### config.mk
export PLATFORM = sky130hd
export DESIGN_NAME = rr_mem_controller
export DESIGN_NICKNAME = d
export VERILOG_FILES = /design/src/rtl/gpu_mem_pkg.sv /design/src/rtl/rr_pick.sv /design/src/rtl/rr_mem_controller.sv
export SDC_FILE = /design/constraint.sdc
export NUM_CORES = 1
export LEC_CHECK = 0
export ABC_CLOCK_PERIOD_IN_PS = 10300
export CAP_MARGIN = 40
export CORE_UTILIZATION = 40
export DETAILED_ROUTE_END_ITERATION = 8
export GPL_TIMING_DRIVEN = 0
export PLACE_DENSITY = 0.7
export SLEW_MARGIN = 10
export SYNTH_ARGS = -nofsm -noshare
export SYNTH_HDL_FRONTEND = slang
export SYNTH_HIERARCHICAL = 1
export SYNTH_SLANG_ARGS = --single-unit
### constraint.sdc
create_clock -name clk -period 10.3 [get_ports clk]
set_clock_uncertainty 0.1 [all_clocks]
set_input_delay 1.03 -clock clk [delete_from_list [all_inputs] [get_ports clk]]
set_output_delay 1.03 -clock clk [all_outputs]
set_load 0.05 [all_outputs]
### src/rtl/gpu_mem_pkg.sv
// Shared definitions for the round-robin memory controller: the per-channel
// state encoding and a small index helper.
package gpu_mem_pkg;

    typedef enum logic [2:0] {
        CH_IDLE,
        CH_READ_WAIT,
        CH_WRITE_WAIT,
        CH_READ_RELAY,
        CH_WRITE_RELAY
    } chan_state_t;

    function automatic int wrap_inc(input int idx, input int n);
        return (idx + 1 >= n) ? 0 : idx + 1;
    endfunction

endpackage

### src/rtl/rr_pick.sv
// Combinational round-robin search: first set bit of req at or after start,
// wrapping modulo NC.
module rr_pick #(
    parameter int NC = 8
) (
    input  logic [NC-1:0]         req,
    input  logic [$clog2(NC)-1:0] start,
    output logic                  found,
    output logic [$clog2(NC)-1:0] idx
);
    localparam int IW = $clog2(NC);

    logic [NC-1:0] rot;
    logic [IW-1:0] off;
    logic [IW:0]   sum;

    always_comb begin
        // Rotating the doubled mask puts consumer 'start' at bit 0.
        rot   = NC'({req, req} >> start);
        found = 1'b0;
        off   = '0;
        for (int k = NC - 1; k >= 0; k--) begin
            if (rot[k]) begin
                found = 1'b1;
                off   = IW'(k);
            end
        end
        sum = {1'b0, start} + {1'b0, off};
        if (sum >= (IW + 1)'(NC)) begin
            sum = sum - (IW + 1)'(NC);
        end
        idx = sum[IW-1:0];
    end

endmodule

### src/rtl/rr_mem_controller.sv
// Multi-channel memory controller: NUM_CONSUMERS request ports shared over
// NUM_CHANNELS memory channels with round-robin grants.
module rr_mem_controller
    import gpu_mem_pkg::*;
#(
    parameter int ADDR_BITS     = 8,
    parameter int DATA_BITS     = 16,
    parameter int NUM_CONSUMERS = 8,
    parameter int NUM_CHANNELS  = 2,
    parameter int WRITE_ENABLE  = 1
) (
    input  logic                               clk,
    input  logic                               reset,
    input  logic [NUM_CONSUMERS-1:0]           consumer_read_valid,
    input  logic [NUM_CONSUMERS*ADDR_BITS-1:0] consumer_read_address,
    output logic [NUM_CONSUMERS-1:0]           consumer_read_ready,
    output logic [NUM_CONSUMERS*DATA_BITS-1:0] consumer_read_data,
    input  logic [NUM_CONSUMERS-1:0]           consumer_write_valid,
    input  logic [NUM_CONSUMERS*ADDR_BITS-1:0] consumer_write_address,
    input  logic [NUM_CONSUMERS*DATA_BITS-1:0] consumer_write_data,
    output logic [NUM_CONSUMERS-1:0]           consumer_write_ready,
    output logic [NUM_CONSUMERS-1:0]           consumer_write_error,
    output logic [NUM_CHANNELS-1:0]            mem_read_valid,
    output logic [NUM_CHANNELS*ADDR_BITS-1:0]  mem_read_address,
    input  logic [NUM_CHANNELS-1:0]            mem_read_ready,
    input  logic [NUM_CHANNELS*DATA_BITS-1:0]  mem_read_data,
    output logic [NUM_CHANNELS-1:0]            mem_write_valid,
    output logic [NUM_CHANNELS*ADDR_BITS-1:0]  mem_write_address,
    output logic [NUM_CHANNELS*DATA_BITS-1:0]  mem_write_data,
    input  logic [NUM_CHANNELS-1:0]            mem_write_ready
);
    localparam int NC  = NUM_CONSUMERS;
    localparam int NCH = NUM_CHANNELS;
    localparam int IW  = $clog2(NC);
    localparam int AW  = ADDR_BITS;
    localparam int DW  = DATA_BITS;

    chan_state_t   state_q [NCH];
    chan_state_t   state_d [NCH];
    logic [IW-1:0] cur_q   [NCH];
    logic [IW-1:0] cur_d   [NCH];
    logic [NC-1:0] busy_q, busy_d;
    logic [IW-1:0] rr_ptr_q, rr_ptr_d;

    logic [NCH-1:0] mrv_q, mrv_d, mwv_q, mwv_d;
    logic [AW-1:0]  mra_q [NCH];
    logic [AW-1:0]  mra_d [NCH];
    logic [AW-1:0]  mwa_q [NCH];
    logic [AW-1:0]  mwa_d [NCH];
    logic [DW-1:0]  mwd_q [NCH];
    logic [DW-1:0]  mwd_d [NCH];
    logic [NC-1:0]  crr_q, crr_d, cwr_q, cwr_d, cwe_q, cwe_d;
    logic [DW-1:0]  crd_q [NC];
    logic [DW-1:0]  crd_d [NC];

    logic [AW-1:0]  c_raddr [NC];
    logic [AW-1:0]  c_waddr [NC];
    logic [DW-1:0]  c_wdata [NC];
    logic [DW-1:0]  m_rdata [NCH];
    logic [NC-1:0]  eligible;
    logic [NCH-1:0] pick_found;
    logic [IW-1:0]  pick_idx [NCH];
    logic [IW-1:0]  j;

    assign eligible = (consumer_read_valid | consumer_write_valid) & ~busy_q;

    genvar gi;
    generate
        for (gi = 0; gi < NC; gi++) begin : g_cons
            assign c_raddr[gi] = consumer_read_address[gi*AW +: AW];
            assign c_waddr[gi] = consumer_write_address[gi*AW +: AW];
            assign c_wdata[gi] = consumer_write_data[gi*DW +: DW];
            assign consumer_read_data[gi*DW +: DW] = crd_q[gi];
        end

        // Each idle channel searches only what earlier channels left untaken.
        for (gi = 0; gi < NCH; gi++) begin : g_chan
            logic [NC-1:0] avail_in, avail_out, take;
            logic          found, idle;
            logic [IW-1:0] idx;
            if (gi == 0) begin : g_first
                assign avail_in = eligible;
            end else begin : g_next
                assign avail_in = g_chan[gi-1].avail_out;
            end
            rr_pick #(.NC(NC)) u_pick (
                .req(avail_in), .start(rr_ptr_q), .found(found), .idx(idx)
            );
            assign idle           = (state_q[gi] == CH_IDLE);
            assign take           = (idle && found) ? (NC'(1) << idx) : '0;
            assign avail_out      = avail_in & ~take;
            assign pick_found[gi] = idle & found;
            assign pick_idx[gi]   = idx;
            assign m_rdata[gi]    = mem_read_data[gi*DW +: DW];
            assign mem_read_address[gi*AW +: AW]  = mra_q[gi];
            assign mem_write_address[gi*AW +: AW] = mwa_q[gi];
            assign mem_write_data[gi*DW +: DW]    = mwd_q[gi];
        end
    endgenerate

    always_comb begin
        state_d  = state_q;
        cur_d    = cur_q;
        busy_d   = busy_q;
        rr_ptr_d = rr_ptr_q;
        mrv_d    = mrv_q;
        mra_d    = mra_q;
        mwv_d    = mwv_q;
        mwa_d    = mwa_q;
        mwd_d    = mwd_q;
        crr_d    = crr_q;
        crd_d    = crd_q;
        cwr_d    = cwr_q;
        cwe_d    = cwe_q;
        j        = '0;
        for (int i = 0; i < NCH; i++) begin
            case (state_q[i])
                CH_IDLE: begin
                    if (pick_found[i]) begin
                        j         = pick_idx[i];
                        busy_d[j] = 1'b1;
                        cur_d[i]  = j;
                        rr_ptr_d  = IW'(wrap_inc(int'(j), NC));
                        if (consumer_read_valid[j]) begin
                            mrv_d[i]   = 1'b1;
                            mra_d[i]   = c_raddr[j];
                            state_d[i] = CH_READ_WAIT;
                        end else if (WRITE_ENABLE != 0) begin
                            mwv_d[i]   = 1'b1;
                            mwa_d[i]   = c_waddr[j];
                            mwd_d[i]   = c_wdata[j];
                            state_d[i] = CH_WRITE_WAIT;
                        end else begin
                            cwr_d[j]   = 1'b1;
                            cwe_d[j]   = 1'b1;
                            state_d[i] = CH_WRITE_RELAY;
                        end
                    end
                end
                CH_READ_WAIT: begin
                    j = cur_q[i];
                    if (mem_read_ready[i]) begin
                        mrv_d[i]   = 1'b0;
                        crd_d[j]   = m_rdata[i];
                        crr_d[j]   = 1'b1;
                        state_d[i] = CH_READ_RELAY;
                    end
                end
                CH_WRITE_WAIT: begin
                    j = cur_q[i];
                    if (mem_write_ready[i]) begin
                        mwv_d[i]   = 1'b0;
                        cwr_d[j]   = 1'b1;
                        state_d[i] = CH_WRITE_RELAY;
                    end
                end
                CH_READ_RELAY: begin
                    j = cur_q[i];
                    if (!consumer_read_valid[j]) begin
                        crr_d[j]   = 1'b0;
                        busy_d[j]  = 1'b0;
                        state_d[i] = CH_IDLE;
                    end
                end
                CH_WRITE_RELAY: begin
                    j = cur_q[i];
                    if (!consumer_write_valid[j]) begin
                        cwr_d[j]   = 1'b0;
                        cwe_d[j]   = 1'b0;
                        busy_d[j]  = 1'b0;
                        state_d[i] = CH_IDLE;
                    end
                end
                default: state_d[i] = CH_IDLE;
            endcase
        end
    end

    always_ff @(posedge clk or negedge reset) begin
        if (!reset) begin
            for (int i = 0; i < NCH; i++) begin
                state_q[i] <= CH_IDLE;
                cur_q[i]   <= '0;
                mra_q[i]   <= '0;
                mwa_q[i]   <= '0;
                mwd_q[i]   <= '0;
            end
            for (int c = 0; c < NC; c++) begin
                crd_q[c] <= '0;
            end
            busy_q   <= '0;
            rr_ptr_q <= '0;
            mrv_q    <= '0;
            mwv_q    <= '0;
            crr_q    <= '0;
            cwr_q    <= '0;
            cwe_q    <= '0;
        end else begin
            state_q  <= state_d;
            cur_q    <= cur_d;
            mra_q    <= mra_d;
            mwa_q    <= mwa_d;
            mwd_q    <= mwd_d;
            crd_q    <= crd_d;
            busy_q   <= busy_d;
            rr_ptr_q <= rr_ptr_d;
            mrv_q    <= mrv_d;
            mwv_q    <= mwv_d;
            crr_q    <= crr_d;
            cwr_q    <= cwr_d;
            cwe_q    <= cwe_d;
        end
    end

    assign mem_read_valid       = mrv_q;
    assign mem_write_valid      = mwv_q;
    assign consumer_read_ready  = crr_q;
    assign consumer_write_ready = cwr_q;
    assign consumer_write_error = cwe_q;

endmodule

==> impl_metrics.toml <==
[global_route]
grt_first_pass_wirelength_um = 115000
grt-ovfl-total = 0
grt_start_max_net_pins = 114
number_of_global_route_vias_before_repair = 17184
initial_antenna_violation_count = 27
grt_use_total = 0.355

[route]
dr.first_iter.drc_count = 1422
wl_met3_um = 7600
routed_wirelength_normalized_by_instance_count_um = 27.6
routed_wirelength_um = 77800
top_layer = "met4"
antenna_violating_nets_post_route = 0
dr_total_vias = 17019
avgViaCountPerCell = 6.02
firstDrtPassIters = 6
drcViolationCount = 0
route.layer.met1.wl_um = 28800
wl_met2_um = 36900

[layout]
drive_above_1_share = 0.147
layout.area.seq_mm2 = 0.00608
areaGrowthSynthToFinish_pct = 41.5
post_layout_net_count = 2565
layout.cell_area.non_filler_mm2 = 0.0239
instances_no_fill = 2825
filler_cell_count = 3558
multi_input_comb_area_mm2 = 0.0100

[clock_tree]
clock_tree.buffer_depth = 3
cts_sinks = 243
clock_root_buffer = "sky130_fd_sc_hd__clkbuf_16"
total_clock_buffers_created_by_cts = 30
clk_pin_slew_worst_paths_ns = 0.06
worst_skew_pair.late_latency_ns = 0.59
tritoncts = "yes"
htree_num_levels = 1
holdBufCountCts = 0

[timing]
post-route-worst-setup-slack_ns = 0.501
slew_violations = 0
finalSetupViolations = 0
post-route-period-util = 0.951
finalHoldViolCount = 0
timing.final.crit_period_ns = 9.80
timing_worst_slew_pin_value_ns = 0.960
timing.fmax_mhz = 102
slew-limit-headroom = 0.360
setup_repair_after_global_routing_missed_its_margin = "false"

[logic_synthesis]
synth_net_count = 2021
synthDominantAreaCellType = "sky130_fd_sc_hd__dfrtp_1"
yosysWarningCount = 6
netlist_area_mm2 = 0.0169
synth_largest_type_area_fraction = 0.360
synthesis.instances = 1700
yosys-top-cells-count = "243 x sky130_fd_sc_hd__dfrtp_1, 204 x sky130_fd_sc_hd__mux2i_1, 199 x sky130_fd_sc_hd__nand2_1"
synth_area_per_cell_um2 = 9.95
synth.top_cells.by_area = "sky130_fd_sc_hd__dfrtp_1 36%, sky130_fd_sc_hd__mux4_2 14%, sky130_fd_sc_hd__mux2i_1 12%, sky130_fd_sc_hd__nand2_1 4.4%, sky130_fd_sc_hd__a21oi_1 4.1%"
synthFlopType = "sky130_fd_sc_hd__dfrtp_1"
share_of_flip_flops_with_an_asynchronous_set_or_reset_after_synthesis = 1.00
synth_edf_count = 0
count_leader_synth = "sky130_fd_sc_hd__dfrtp_1"
ys_seq_elements = 243
synth_cell_types = 67
synth.yosys.seq_area_share = 0.360

[flow_run]
maxCapViolations = 0

[placement]
place.detailed.hpwl_um = 60800
place.gp.congestion = 0.993
place_area_mm2 = 0.0227
place_inst = 2743
port_buffers = 497
detailedPlace.worstSlack_ns = -0.989

[critical_path]
worst_path_dominant_cell_family = "buffers and inverters"
worstSetupStartpointType = "input port"
timing.critical_path.arrival_ns = 10.17
worst_path_most_repeated_cell = "sky130_fd_sc_hd__clkbuf_1"
critical_path_class = "input port to flop"
worst-endpoint-required_ns = 10.67
worst-r2r-setup-slack_ns = 1.15
regToRegEndpoint = "mem_read_address[8]"
crit_fanout = 10
worst_setup_path_end_kind = "flop"
critical_path.reg2reg.startpoint = "rr_ptr_q[1]"
worstRegToRegCells = 31
critical-path-max-stage-delay_ns = 0.59
critPathSlowestCell = "sky130_fd_sc_hd__mux4_2"
buffering_stage_count_on_the_worst_path_with_inverters_included = 10

[worst_hold_path]
holdCritPathClass = "input port to asynchronous set/reset pin"

[floorplan]
die_area_mm2 = 0.0431
core-area_mm2 = 0.0413
std_cell_rows = 74
initial_core_util = 0.409
io_pins = 530
die_width_um = 208
die_h_um = 208

[run_status]
run_status = "complete, no violations"
-- what timing repair did --
item / CTS / global route
hold endpoints to repair: 0 / 0
setup endpoints to repair: 26 / 37
setup buffers: 0 / 0
resized for setup: 2 / 12
cloned: 0 / 0
-- area by class of cell --
type	instances	area share
Sequential cell	243	0.254
Timing Repair Buffer	512	0.216
Buffer	171	0.0313
Inverter	20	0.00314
Tap cell	532	0.0278
Multi-Input combinational cell	1266	0.419
Antenna cell	27	0.00282
Clock buffer	37	0.0346
Clock inverter	17	0.0111
-- through the flow --
step,utilization,hold WS (ns),setup TNS [ns]
3_3_place_gp,0.546,0.367,-693.06
3_5_place_dp,0.550,0.372,-26.99
5_1_grt,0.579,0.311,0
6_report,0.579,0.265,0
4_1_cts,0.577,0.297,0
2_1_floorplan,-,0.395,0
-- registers in the layout, summed over array words and instances (netlist names) --
signal and cells:
consumer_read_data 128, mem_write_data 32, mem_read_address 16, mem_write_address 16
busy_q 8, consumer_read_ready 8, consumer_write_error 8, consumer_write_ready 8
cur_q 6, state_q 6, rr_ptr_q 3, mem_read_valid 2
mem_write_valid 2
-- placed cells by master (no fill, tap or decap), types with 8 or more instances in the layout --
cell type	Yosys	layout
sky130_fd_sc_hd__a21boi_0	11	10
sky130_fd_sc_hd__a21o_1	8	8
sky130_fd_sc_hd__a21oi_1	138	138
sky130_fd_sc_hd__a221o_1	23	23
sky130_fd_sc_hd__a221oi_1	15	15
sky130_fd_sc_hd__buf_1	13	12
sky130_fd_sc_hd__buf_2	40	45
sky130_fd_sc_hd__buf_6	4	8
sky130_fd_sc_hd__clkbuf_1	98	97
sky130_fd_sc_hd__clkbuf_16	0	30
sky130_fd_sc_hd__clkbuf_2	16	19
sky130_fd_sc_hd__clkdlybuf4s50_1	0	496
sky130_fd_sc_hd__clkinv_2	0	8
sky130_fd_sc_hd__dfrtp_1	243	243
sky130_fd_sc_hd__diode_2	0	27
sky130_fd_sc_hd__ha_1	9	9
sky130_fd_sc_hd__inv_1	19	19
sky130_fd_sc_hd__mux2_2	52	52
sky130_fd_sc_hd__mux2_4	19	19
sky130_fd_sc_hd__mux2i_1	204	203
sky130_fd_sc_hd__mux4_2	102	102
sky130_fd_sc_hd__nand2_1	199	199
sky130_fd_sc_hd__nand2b_1	10	10
sky130_fd_sc_hd__nand3_1	15	15
sky130_fd_sc_hd__nor2_1	149	145
sky130_fd_sc_hd__nor2_2	4	8
sky130_fd_sc_hd__nor2b_1	17	17
sky130_fd_sc_hd__nor3_1	16	16
sky130_fd_sc_hd__o21ai_0	105	105
sky130_fd_sc_hd__o21ai_1	22	22
sky130_fd_sc_hd__o22a_1	8	8
sky130_fd_sc_hd__o22ai_1	17	17
sky130_fd_sc_hd__o31ai_1	10	10
sky130_fd_sc_hd__or3_1	8	8
-- cell families after synthesis --
| group | Yosys count | synth area share |
|---|---|---|
| compound gates | 407 | 0.149 |
| xor+xnor | 8 | 0.00414 |
| fa+ha+maj | 11 | 0.00903 |
| buf+inv | 191 | 0.0483 |
| flops | 243 | 0.360 |
| mux | 382 | 0.311 |
| simple gates | 458 | 0.118 |
-- metal layers --
layer	track usage	vias up
li1	-	7365
met1	0.427	8420
met2	0.585	1022
met3	0.0855	212
met4	0.197	0
met5	0	-
-- worst reg2reg max path: cells and delay by family (launching register included) --
family | cells | cell delay [ns]
AND/OR/NAND/NOR | 3 | 0.44
multiplexers | 6 | 2.00
flip-flops | 1 | 0.44
XOR/XNOR | 2 | 0.32
AO/OA/AOI/OAI | 6 | 1.36
buffers and inverters | 11 | 3.54
adder cells (fa/ha/maj) | 3 | 0.86
-- how the worst max path moves through the flow --
stage,from,endpoint,cells past startpoint
after CTS,consumer_read_valid[0],mem_write_address[9],35
final,consumer_read_valid[6],mem_read_address[8],30
after global routing,consumer_read_valid[6],mem_write_address[12],35
after global placement,reset,consumer_write_error[0],1
after detailed placement,consumer_read_valid[0],mem_write_address[9],37
after floorplan,consumer_write_valid[2],mem_write_address[9],31
Power is left out: the tool's default activity adds up to more than one toggle a clock period on the data nets, which glitch-free logic cannot reach.
